`src/rtl/onehot_stream_mux_pkg.sv`:
```
// onehot_stream_mux_pkg: shared types and one-hot helpers for the stream mux
// Contents: state_t (IDLE/BUSY), MAX_CH (widest supported channel count),
// is_onehot() and lowest_bit() operating on zero-extended MAX_CH-bit masks.
package onehot_stream_mux_pkg;
   localparam int MAX_CH = 32;
   typedef enum logic {IDLE, BUSY} state_t;
   function automatic logic is_onehot(logic [MAX_CH-1:0] v);
      return (v != '0) && ((v & (v - MAX_CH'(1))) == '0);
   endfunction
   // two's-complement trick isolates the lowest set bit
   function automatic logic [MAX_CH-1:0] lowest_bit(logic [MAX_CH-1:0] v);
      return v & (~v + MAX_CH'(1));
   endfunction
endpackage

```
`src/rtl/onehot_stream_mux_if.sv`:
```
// onehot_stream_mux_if: bundle of select, input streams, output stream and error
// slave: the mux side (drives in_ready_o, out_*_o, err_o)
// master: the environment side (drives sel_i, in_*_i, out_ready_i)
interface onehot_stream_mux_if #(
   parameter int NUM_CH = 4,
   parameter int DATA_W = 8
);
   logic [NUM_CH-1:0]        sel_i;
   logic [NUM_CH-1:0]        in_valid_i;
   logic [NUM_CH*DATA_W-1:0] in_data_i;
   logic [NUM_CH-1:0]        in_last_i;
   logic [NUM_CH-1:0]        in_ready_o;
   logic                     out_valid_o;
   logic [DATA_W-1:0]        out_data_o;
   logic                     out_last_o;
   logic                     out_ready_i;
   logic                     err_o;
   modport slave (
      input  sel_i, in_valid_i, in_data_i, in_last_i, out_ready_i,
      output in_ready_o, out_valid_o, out_data_o, out_last_o, err_o
   );
   modport master (
      output sel_i, in_valid_i, in_data_i, in_last_i, out_ready_i,
      input  in_ready_o, out_valid_o, out_data_o, out_last_o, err_o
   );
endinterface

```
`src/rtl/onehot_stream_mux_onehot_to_bin.sv`:
```
// onehot_to_bin: converts a one-hot mask into its binary index
// Ports: onehot (NUM_CH-bit mask, at most one bit set), bin (index, 0 when mask is 0)
module onehot_to_bin #(
   parameter  int NUM_CH = 4,
   localparam int W = (NUM_CH > 1) ? $clog2(NUM_CH) : 1
) (
   input  logic [NUM_CH-1:0] onehot,
   output logic [W-1:0]      bin
);
   always_comb begin
      bin = '0;
      for (int k = 0; k < NUM_CH; k++) bin |= onehot[k] ? W'(k) : '0;
   end
endmodule

```
`src/rtl/onehot_stream_mux.sv`:
```
// onehot_stream_mux: packet-aware one-hot N:1 stream mux with registered output
// Ports: clk, reset (async, active-high), bus (onehot_stream_mux_if.slave):
//   sel_i one-hot select sampled in IDLE, in_valid_i/in_data_i/in_last_i/in_ready_o
//   per-channel input streams, out_valid_o/out_data_o/out_last_o/out_ready_i output
//   stream, err_o illegal-select pulse.
// Build option ONEHOT_STREAM_MUX_SEL_CHECK_EN: multi-hot select is rejected and
// flagged on err_o; otherwise it resolves to the lowest set channel.
module onehot_stream_mux
   import onehot_stream_mux_pkg::*;
#(
   parameter int NUM_CH = 4,
   parameter int DATA_W = 8
) (
   input logic                clk,
   input logic                reset,
   onehot_stream_mux_if.slave bus
);
   localparam int IW = (NUM_CH > 1) ? $clog2(NUM_CH) : 1;
   state_t            state_q, state_d;
   logic [NUM_CH-1:0] lock_q, lock_d, cand, grant;
   logic [IW-1:0]     idx;
   logic              slot_free, acc, beat_last;
   logic [DATA_W-1:0] beat_data;
`ifdef ONEHOT_STREAM_MUX_SEL_CHECK_EN
   logic bad_sel;
   assign bad_sel = (state_q == IDLE) && (bus.sel_i != '0) && !is_onehot(MAX_CH'(bus.sel_i));
   assign cand = bad_sel ? '0 : bus.sel_i;
   always_ff @(posedge clk or posedge reset)
      if (reset) bus.err_o <= 1'b0;
      else bus.err_o <= bad_sel;
`else
   assign cand = NUM_CH'(lowest_bit(MAX_CH'(bus.sel_i)));
   assign bus.err_o = 1'b0;
`endif
   assign slot_free = ~bus.out_valid_o | bus.out_ready_i;
   assign grant = (state_q == BUSY) ? lock_q : cand;
   // ready never looks at in_valid_i, so producers may wait on it freely
   assign bus.in_ready_o = reset ? '0 : grant & {NUM_CH{slot_free}};
   assign acc = |(bus.in_valid_i & bus.in_ready_o);
   onehot_to_bin #(.NUM_CH(NUM_CH)) u_bin (.onehot(grant), .bin(idx));
   assign beat_data = bus.in_data_i[int'(idx)*DATA_W +: DATA_W];
   assign beat_last = bus.in_last_i[idx];
   always_comb begin
      state_d = state_q;
      lock_d  = lock_q;
      if (acc && state_q == IDLE && !beat_last) begin
         state_d = BUSY;
         lock_d  = grant;
      end else if (acc && state_q == BUSY && beat_last) begin
         state_d = IDLE;
         lock_d  = '0;
      end
   end
   always_ff @(posedge clk or posedge reset)
      if (reset) begin
         state_q <= IDLE;
         lock_q  <= '0;
      end else begin
         state_q <= state_d;
         lock_q  <= lock_d;
      end
   always_ff @(posedge clk or posedge reset)
      if (reset) begin
         bus.out_valid_o <= 1'b0;
         bus.out_data_o  <= '0;
         bus.out_last_o  <= 1'b0;
      end else if (acc) begin
         bus.out_valid_o <= 1'b1;
         bus.out_data_o  <= beat_data;
         bus.out_last_o  <= beat_last;
      end else if (bus.out_ready_i) begin
         bus.out_valid_o <= 1'b0;
      end
endmodule
```
`src/flat_wrapper.sv`:
```
// flat-port wrapper written by rule: the top's interface ports become plain ports
module onehot_stream_mux_flat import onehot_stream_mux_pkg::*;
#(
   parameter int NUM_CH = 4,
   parameter int DATA_W = 8
)
  (clk, reset, bus_sel_i, bus_in_valid_i, bus_in_data_i, bus_in_last_i, bus_out_ready_i, bus_in_ready_o, bus_out_valid_o, bus_out_data_o, bus_out_last_o, bus_err_o);
  onehot_stream_mux_if #(.NUM_CH(NUM_CH), .DATA_W(DATA_W)) bus_i ();
  input logic clk;
  input logic reset;
  input wire logic [$bits(bus_i.sel_i)-1:0] bus_sel_i;
  input wire logic [$bits(bus_i.in_valid_i)-1:0] bus_in_valid_i;
  input wire logic [$bits(bus_i.in_data_i)-1:0] bus_in_data_i;
  input wire logic [$bits(bus_i.in_last_i)-1:0] bus_in_last_i;
  input wire logic [$bits(bus_i.out_ready_i)-1:0] bus_out_ready_i;
  output wire logic [$bits(bus_i.in_ready_o)-1:0] bus_in_ready_o;
  output wire logic [$bits(bus_i.out_valid_o)-1:0] bus_out_valid_o;
  output wire logic [$bits(bus_i.out_data_o)-1:0] bus_out_data_o;
  output wire logic [$bits(bus_i.out_last_o)-1:0] bus_out_last_o;
  output wire logic [$bits(bus_i.err_o)-1:0] bus_err_o;
  assign bus_i.sel_i = bus_sel_i;
  assign bus_i.in_valid_i = bus_in_valid_i;
  assign bus_i.in_data_i = bus_in_data_i;
  assign bus_i.in_last_i = bus_in_last_i;
  assign bus_i.out_ready_i = bus_out_ready_i;
  assign bus_in_ready_o = bus_i.in_ready_o;
  assign bus_out_valid_o = bus_i.out_valid_o;
  assign bus_out_data_o = bus_i.out_data_o;
  assign bus_out_last_o = bus_i.out_last_o;
  assign bus_err_o = bus_i.err_o;
  onehot_stream_mux #(.NUM_CH(NUM_CH), .DATA_W(DATA_W)) u_core (.clk(clk), .reset(reset), .bus(bus_i));
endmodule
```
`config.mk`:
```
export PLATFORM = sky130hd
export DESIGN_NAME = onehot_stream_mux_flat
export DESIGN_NICKNAME = d
export VERILOG_FILES = /design/src/rtl/onehot_stream_mux_pkg.sv /design/src/rtl/onehot_stream_mux_if.sv /design/src/rtl/onehot_stream_mux_onehot_to_bin.sv /design/src/rtl/onehot_stream_mux.sv /design/src/flat_wrapper.sv
export SDC_FILE = /design/constraint.sdc
export NUM_CORES = 1
export LEC_CHECK = 0
export ABC_AREA = 1
export CAP_MARGIN = 20
export CORE_ASPECT_RATIO = 0.6
export CORE_UTILIZATION = 41
export CTS_CLUSTER_DIAMETER = 120
export DETAILED_ROUTE_END_ITERATION = 12
export PLACE_DENSITY = 0.85
export SLEW_MARGIN = 0
export SYNTH_ARGS = -nofsm -noshare
export SYNTH_HDL_FRONTEND = slang
export SYNTH_SLANG_ARGS = --single-unit
```
`constraint.sdc`:
```
create_clock -name clk -period 3.7 [get_ports clk]
set_input_delay 0.925 -clock clk [delete_from_list [all_inputs] [get_ports clk]]
set_output_delay 0.925 -clock clk [all_outputs]
set_load 0.005 [all_outputs]
```
## Word level (Yosys, flattened, before mapping)

Cells that the tools add are included.

- Add/sub/neg operators: 1
- $mul: 0
- Divide/modulo/power cells: 0
- Order comparisons: 1
- Equality and inequality tests: 0
- Shift operators: 1
- Muxes and demuxes: 13
- Bitwise gates (word level): 9
- Reductions and logical operators: 8

Operator list:

| kind | count |
|---|---|
| 32-bit by 6-bit variable part select with 8-bit output | 1 |
| 4-bit two-way mux | 4 |
| 4-bit bitwise AND | 3 |
| 1-bit two-way mux | 6 |
| 4-bit by 1-bit adder with 4-bit output (second input constant) | 1 |
| 1-bit logical AND | 4 |
| 2-bit two-way mux | 2 |
| 4-bit NOT | 1 |
| 2-bit nonzero test | 2 |
| 4-bit OR reduction | 1 |
| 2-bit by 3-bit < comparator with 1-bit output (second input constant) | 1 |
| 1-bit binary-select mux with 2-bit select | 1 |
| 1-bit NOT | 2 |
| 1-bit by 2-bit OR with 2-bit output | 1 |
| 2-bit OR | 1 |
| 1-bit logical NOT | 1 |
| 1-bit OR | 1 |

- Flip-flop bits (word level): 15
- Latch bits: 0
- RAM bits: 0
- Bits in read-only memories: 0
- Bits of input ports: 47
- Output and inout port bits: 15
- Logic and storage cells: 38
- Memories kept: 0

## Depth between registers and ports, before layout

Gate-level depths: netlist (run 1).

- Depth after elaboration: 12
- Gate-level depth with buffers: 12
- Gate-level depth less buffers: 12

## By module

Synthesis (run 1) repeated with hierarchy kept, for this count alone.

- Cells, all modules: 151
- Area, all modules: 1016.0 µm²

Modules (own cells, without submodules):

| module | times used | cells each | area each (µm²) | seq. area each (µm²) |
|---|---|---|---|---|
| onehot_stream_mux | 1 | 146 | 997.2 | 375.4 |
| onehot_to_bin | 1 | 5 | 18.8 | 0.0 |

## Worst setup path after synthesis (run 1)

No wires, ideal clock.

- Kind: input-to-output
- Start point: in bus_out_ready_i
- End point: out bus_in_ready_o[0]
- Arrival time: 1.466 ns
- Path slack: 1.309 ns
- Stages on the path: 4
- Buffers on the path: 0
- Cell sequence: nor2_1 nor2_1 inv_1 nor3_1

- Cells in the longest elaborated chain, start to end: 3

RTL lines:

| element | line | RTL |
|---|---|---|
| from (decl) | flat_wrapper.sv:15 | `input wire logic [$bits(bus_i.out_ready_i)-1:0] bus_out_ready_i;` |
| 1-bit OR | onehot_stream_mux.sv:35 | `assign slot_free = ~bus.out_valid_o \| bus.out_ready_i;` |
| 4-bit bitwise AND | onehot_stream_mux.sv:38 | `assign bus.in_ready_o = reset ? '0 : grant & {NUM_CH{slot_free}};` |
| 4-bit two-way mux | onehot_stream_mux.sv:38 |  |
| to (decl) | flat_wrapper.sv:16 | `output wire logic [$bits(bus_i.in_ready_o)-1:0] bus_in_ready_o;` |

No other way between the ends.

## Final worst setup path (run 1)

- Start point: in bus_sel_i[1]
- End point: out bus_in_ready_o[3]

- Cells in the longest elaborated chain, start to end: 6

RTL lines:

| element | line | RTL |
|---|---|---|
| from (decl) | flat_wrapper.sv:11 | `input wire logic [$bits(bus_i.sel_i)-1:0] bus_sel_i;` |
| 4-bit NOT | onehot_stream_mux_pkg.sv:12 | `return v & (~v + MAX_CH'(1));` |
| 4-bit by 1-bit adder with 4-bit output | onehot_stream_mux_pkg.sv:12 |  |
| 4-bit bitwise AND | onehot_stream_mux_pkg.sv:12 |  |
| 4-bit two-way mux | onehot_stream_mux.sv:36 | `assign grant = (state_q == BUSY) ? lock_q : cand;` |
| 4-bit bitwise AND | onehot_stream_mux.sv:38 |  |
| 4-bit two-way mux | onehot_stream_mux.sv:38 |  |

No other way between the ends.

==> tab_implementation.tex, run 1 <==
\begin{tabular}{lr}
\hline
Metric & Value \\
\hline
\multicolumn{2}{l}{\textbf{Outcome}} \\
\quad Status & finished, final reports clean \\
\multicolumn{2}{l}{\textbf{Clock tree}} \\
\quad TritonCTS clock tree & done \\
\quad Latest clock arrival within the worst-skew pair & 0.25 ns \\
\quad Num Clock Sinks & 15 \\
\quad Number of clock buffers inserted by TritonCTS & 3 \\
\quad Count of hold buffers inserted by post-cts repair & 0 \\
\quad Number of gates resized after cts & 0 \\
\quad Setup Buffers After CTS & 0 \\
\quad Maximum clock insertion buffer count & 2 \\
\quad CTS Root Buffer Type & sky130\_fd\_sc\_hd\_\_clkbuf\_8 \\
\quad Clock Pin Slew Worst Setup and Hold Paths & 0.06 ns \\
\quad H-Tree Level Count & 1 \\
\multicolumn{2}{l}{\textbf{Floorplanning}} \\
\quad Io pins & 62 \\
\quad Vert. Die Dim & 42.1 um \\
\quad Starting density of the core & 43.5\% \\
\quad Area enclosed by the die boundary & 2890 sq um \\
\quad Core Region & 2520 sq um \\
\quad Total number of placement rows & 14 \\
\quad Die extent in x & 68.8 um \\
\multicolumn{2}{l}{\textbf{STA}} \\
\quad Share of the clock period used by the worst path after layout & 92.9\% \\
\quad Total Neg Setup Slack & 0 ns \\
\quad Maximum clock frequency & 0.291 GHz \\
\quad Worst rel slew slack & 61.0\% \\
\quad Number of hold violations in the final report & 0 \\
\quad Worst hold slack across all endpoints & 0.516 ns \\
\quad Setup-failing EPs final & 0 \\
\quad Final period demand of the worst path & 3.44 ns \\
\quad Worst slew pin tran & 0.584 ns \\
\quad Clock skew after layout & 0.00162 ns \\
\quad RSZ-0062 raised after global routing & false \\
\quad Max-slew violation total from the final report & 0 \\
\multicolumn{2}{l}{\textbf{Global route}} \\
\quad Global-route wire length before repair & 5280 um \\
\quad Number of antenna violations at the first check in global routing & 0 \\
\quad Maximum number of pins on one net before global-route repair & 19 \\
\quad Via count of the first global-routing pass & 1115 \\
\quad GR Util All Layers & 25.1\% \\
\quad Overall overflow remaining after global route & 0 \\
\multicolumn{2}{l}{\textbf{Critical path}} \\
\quad Slowest cell on crit path & sky130\_fd\_sc\_hd\_\_clkdlybuf4s50\_1 \\
\quad Maximum net fanout on the critical path & 5 \\
\quad Required time of the critical path & 2.77 ns \\
\quad Delay of the slowest critical-path stage & 0.49 ns \\
\quad Startpoint Class & input port \\
\quad CP cell instances & clkdlybuf4s50\_1, nor2\_1, nand3\_2, nand2\_2, inv\_1, nor2\_1, clkdlybuf4s50\_1 \\
\quad Capturing point of the worst reg2reg path & u\_core.lock\_q[1]\$\_DFFE\_PP0P\_ \\
\quad FF-to-FF Start & u\_core.state\_q\$\_DFFE\_PP0P\_ \\
\quad Kind of end point of the critical path & primary output \\
\quad Signal arrival time at the worst endpoint & 2.51 ns \\
\quad Critical path class & in2out \\
\quad Worst Reg-to-Reg Cells & 10 \\
\quad Flop2flop setup slack & 1.67 ns \\
\multicolumn{2}{l}{\textbf{Synth}} \\
\quad Sequential element share of the synthesized area & 34.2\% \\
\quad Number of cells produced by synthesis & 165 \\
\quad Count of warnings emitted by yosys & 0 \\
\quad Post-Synthesis Net Count & 212 \\
\quad Number of flops mapped to enable cells by yosys & 0 \\
\quad Most frequently used flop master after synthesis & sky130\_fd\_sc\_hd\_\_dfrtp\_1 \\
\quad Average size of a mapped cell & 6.64 sq um \\
\quad Post-synthesis instance area & 1100 sq um \\
\quad Number of synthesized register bits & 15 \\
\quad Synth cell types & 21 \\
\quad Asr flop ratio synth & 100\% \\
\multicolumn{2}{l}{\textbf{Pwr}} \\
\quad LEAKAGE & 0.766 nW \\
\quad Maximum vdd ir drop & 0.210 mV \\
\quad Total Power Consumption & 1.02 mW \\
\quad Areal power density over the cells & 586 nW/um\^{}2 \\
\multicolumn{2}{l}{\textbf{Min path}} \\
\quad Cells on Worst Hold Path & 2 \\
\quad Type of the tightest min-delay check & reg2reg \\
\quad Hold endpoint & u\_core.bus.out\_last\_o\$\_DFFE\_PP0P\_ \\
\quad Beginning of the worst hold path & u\_core.bus.out\_last\_o\$\_DFFE\_PP0P\_ \\
\multicolumn{2}{l}{\textbf{Place}} \\
\quad Final GP Congestion & 0.825 \\
\quad Port Buf Inserts & 60 \\
\quad Placed cell count & 253 \\
\quad Final HPWL DP & 2620 um \\
\multicolumn{2}{l}{\textbf{Detailed routing}} \\
\quad TritonRoute pass-1 iters & 4 \\
\quad Via density per instance & 4.94 \\
\quad Post-DR wirelength/cell & 12.7 um \\
\quad Aggregate routed wire length & 3260 um \\
\quad Detailed router's first-iteration violation count & 88 \\
\quad Via count & 1269 \\
\quad Post-route DRC violation count & 0 \\
\quad Remaining number of nets flagged by the antenna check after routing & 0 \\
\multicolumn{2}{l}{\textbf{Cells and area}} \\
\quad Net total in the final layout & 273 \\
\quad Area growth from synthesis to final layout & 59.4\% \\
\quad Antenna Cells & 0 \\
\quad Share of final-layout standard cells stronger than drive strength 1 & 9.33\% \\
\quad Most frequent cells in the layout & sky130\_fd\_sc\_hd\_\_clkdlybuf4s50\_1, sky130\_fd\_sc\_hd\_\_nor2\_1, sky130\_fd\_sc\_hd\_\_nand2\_1, sky130\_fd\_sc\_hd\_\_o21ai\_0, sky130\_fd\_sc\_hd\_\_nand3\_1 \\
\quad Most common cell after layout, fill and taps aside & sky130\_fd\_sc\_hd\_\_clkdlybuf4s50\_1 \\
\quad Fraction of the core area covered by cells at the end of the flow & 69.2\% \\
\quad Non-filler instance count after layout & 257 \\
\multicolumn{2}{l}{\textbf{Job}} \\
\quad MaxCap Viol Count & 0 \\
\hline
\end{tabular}
critical path: cells and delay by family:
family        cells  cell delay [ns]
simple gates      4             0.58
buf+inv           3             1.00
how the worst max path moves through the flow:
| stage | startpoint | to | slack, ns |
|---|---|---|---|
| final | bus_sel_i[1] | bus_in_ready_o[3] | 0.26 |
| after global routing | bus_sel_i[1] | bus_in_ready_o[2] | 0.17 |
| after floorplan | bus_out_ready_i | bus_in_ready_o[0] | 1.31 |
| after global placement | bus_sel_i[1] | bus_in_ready_o[3] | 0.29 |
| after CTS | bus_sel_i[1] | bus_in_ready_o[3] | 0.27 |
| after detailed placement | bus_sel_i[1] | bus_in_ready_o[3] | 0.27 |
through the flow:
| stage | setup WS [ns] | cell area [sq um] |
|---|---|---|
| floorplan | 1.31 | 1100 |
| global placement | 0.295 | 1700 |
| detailed placement | 0.269 | 1700 |
| CTS | 0.270 | 1750 |
| global route | 0.165 | 1750 |
| finish | 0.261 | 1750 |
sequential cells by signal, summed over array words and instances, names as in the netlist:
signal / cells
u_core.bus.out_data_o: 8
u_core.lock_q: 4
u_core.bus.out_last_o: 1
u_core.bus.out_valid_o: 1
u_core.state_q: 1
cell usage after synthesis, types with 2 or more instances:
master | instances | area [sq um]
sky130_fd_sc_hd__a31oi_1 | 8 | 50.1
sky130_fd_sc_hd__buf_4 | 3 | 22.5
sky130_fd_sc_hd__buf_6 | 2 | 22.5
sky130_fd_sc_hd__dfrtp_1 | 15 | 375
sky130_fd_sc_hd__inv_1 | 10 | 37.5
sky130_fd_sc_hd__inv_2 | 3 | 11.3
sky130_fd_sc_hd__nand2_1 | 19 | 71.3
sky130_fd_sc_hd__nand2_2 | 5 | 31.3
sky130_fd_sc_hd__nand3_1 | 16 | 80.1
sky130_fd_sc_hd__nand3_2 | 2 | 20.0
sky130_fd_sc_hd__nand4_1 | 2 | 12.5
sky130_fd_sc_hd__nor2_1 | 53 | 199
sky130_fd_sc_hd__nor2_2 | 3 | 18.8
sky130_fd_sc_hd__o21ai_0 | 17 | 85.1
final cells by class:
cell class                 instances  area [sq um]
clock buffer                       4          45.0
sequential                        15           375
timing repair buffer              62           616
inverter                          14          55.1
fill                             209           776
tap                               32          40.0
multi-input combinational        130           616
cells by family (layout without fill, tap and decap cells):
family                 after synthesis  count (layout)  share of synthesized area (%)
flip-flops                          15              15                           34.2
other                                1               1                          0.342
AND/OR/NAND/NOR                    103             103                           42.8
buffers and inverters               20              80                           9.59
AO/OA/AOI/OAI                       26              26                           13.0
routing by layer:
layer / vias to the layer above / global-route usage, % / share of wire [%]
met5: - / 0 / 0
met4: 0 / 2.86 / 0.71
met3: 2 / 4.89 / 7.9
met2: 58 / 33.7 / 39
met1: 560 / 41.9 / 52
li1: 649 / - / -
power breakdown:
group / internal, mW / switching [mW]
Clock: 0.0763 / 0.0570
Sequential: 0.240 / 0.0502
Combinational: 0.277 / 0.323
Total: 0.594 / 0.430
Note: power is estimated with default switching activity, not from simulation.
==> inputs of run 2 (changes only) <==
--- a/config.mk
+++ b/config.mk
@@ -6,7 +6,6 @@
 export NUM_CORES = 1
 export LEC_CHECK = 0
 export ABC_AREA = 1
-export CAP_MARGIN = 20
 export CORE_ASPECT_RATIO = 0.6
 export CORE_UTILIZATION = 41
 export CTS_CLUSTER_DIAMETER = 120
==> results of run 2 <==
Final layout, timing and power as in run 1 (identical DEF).
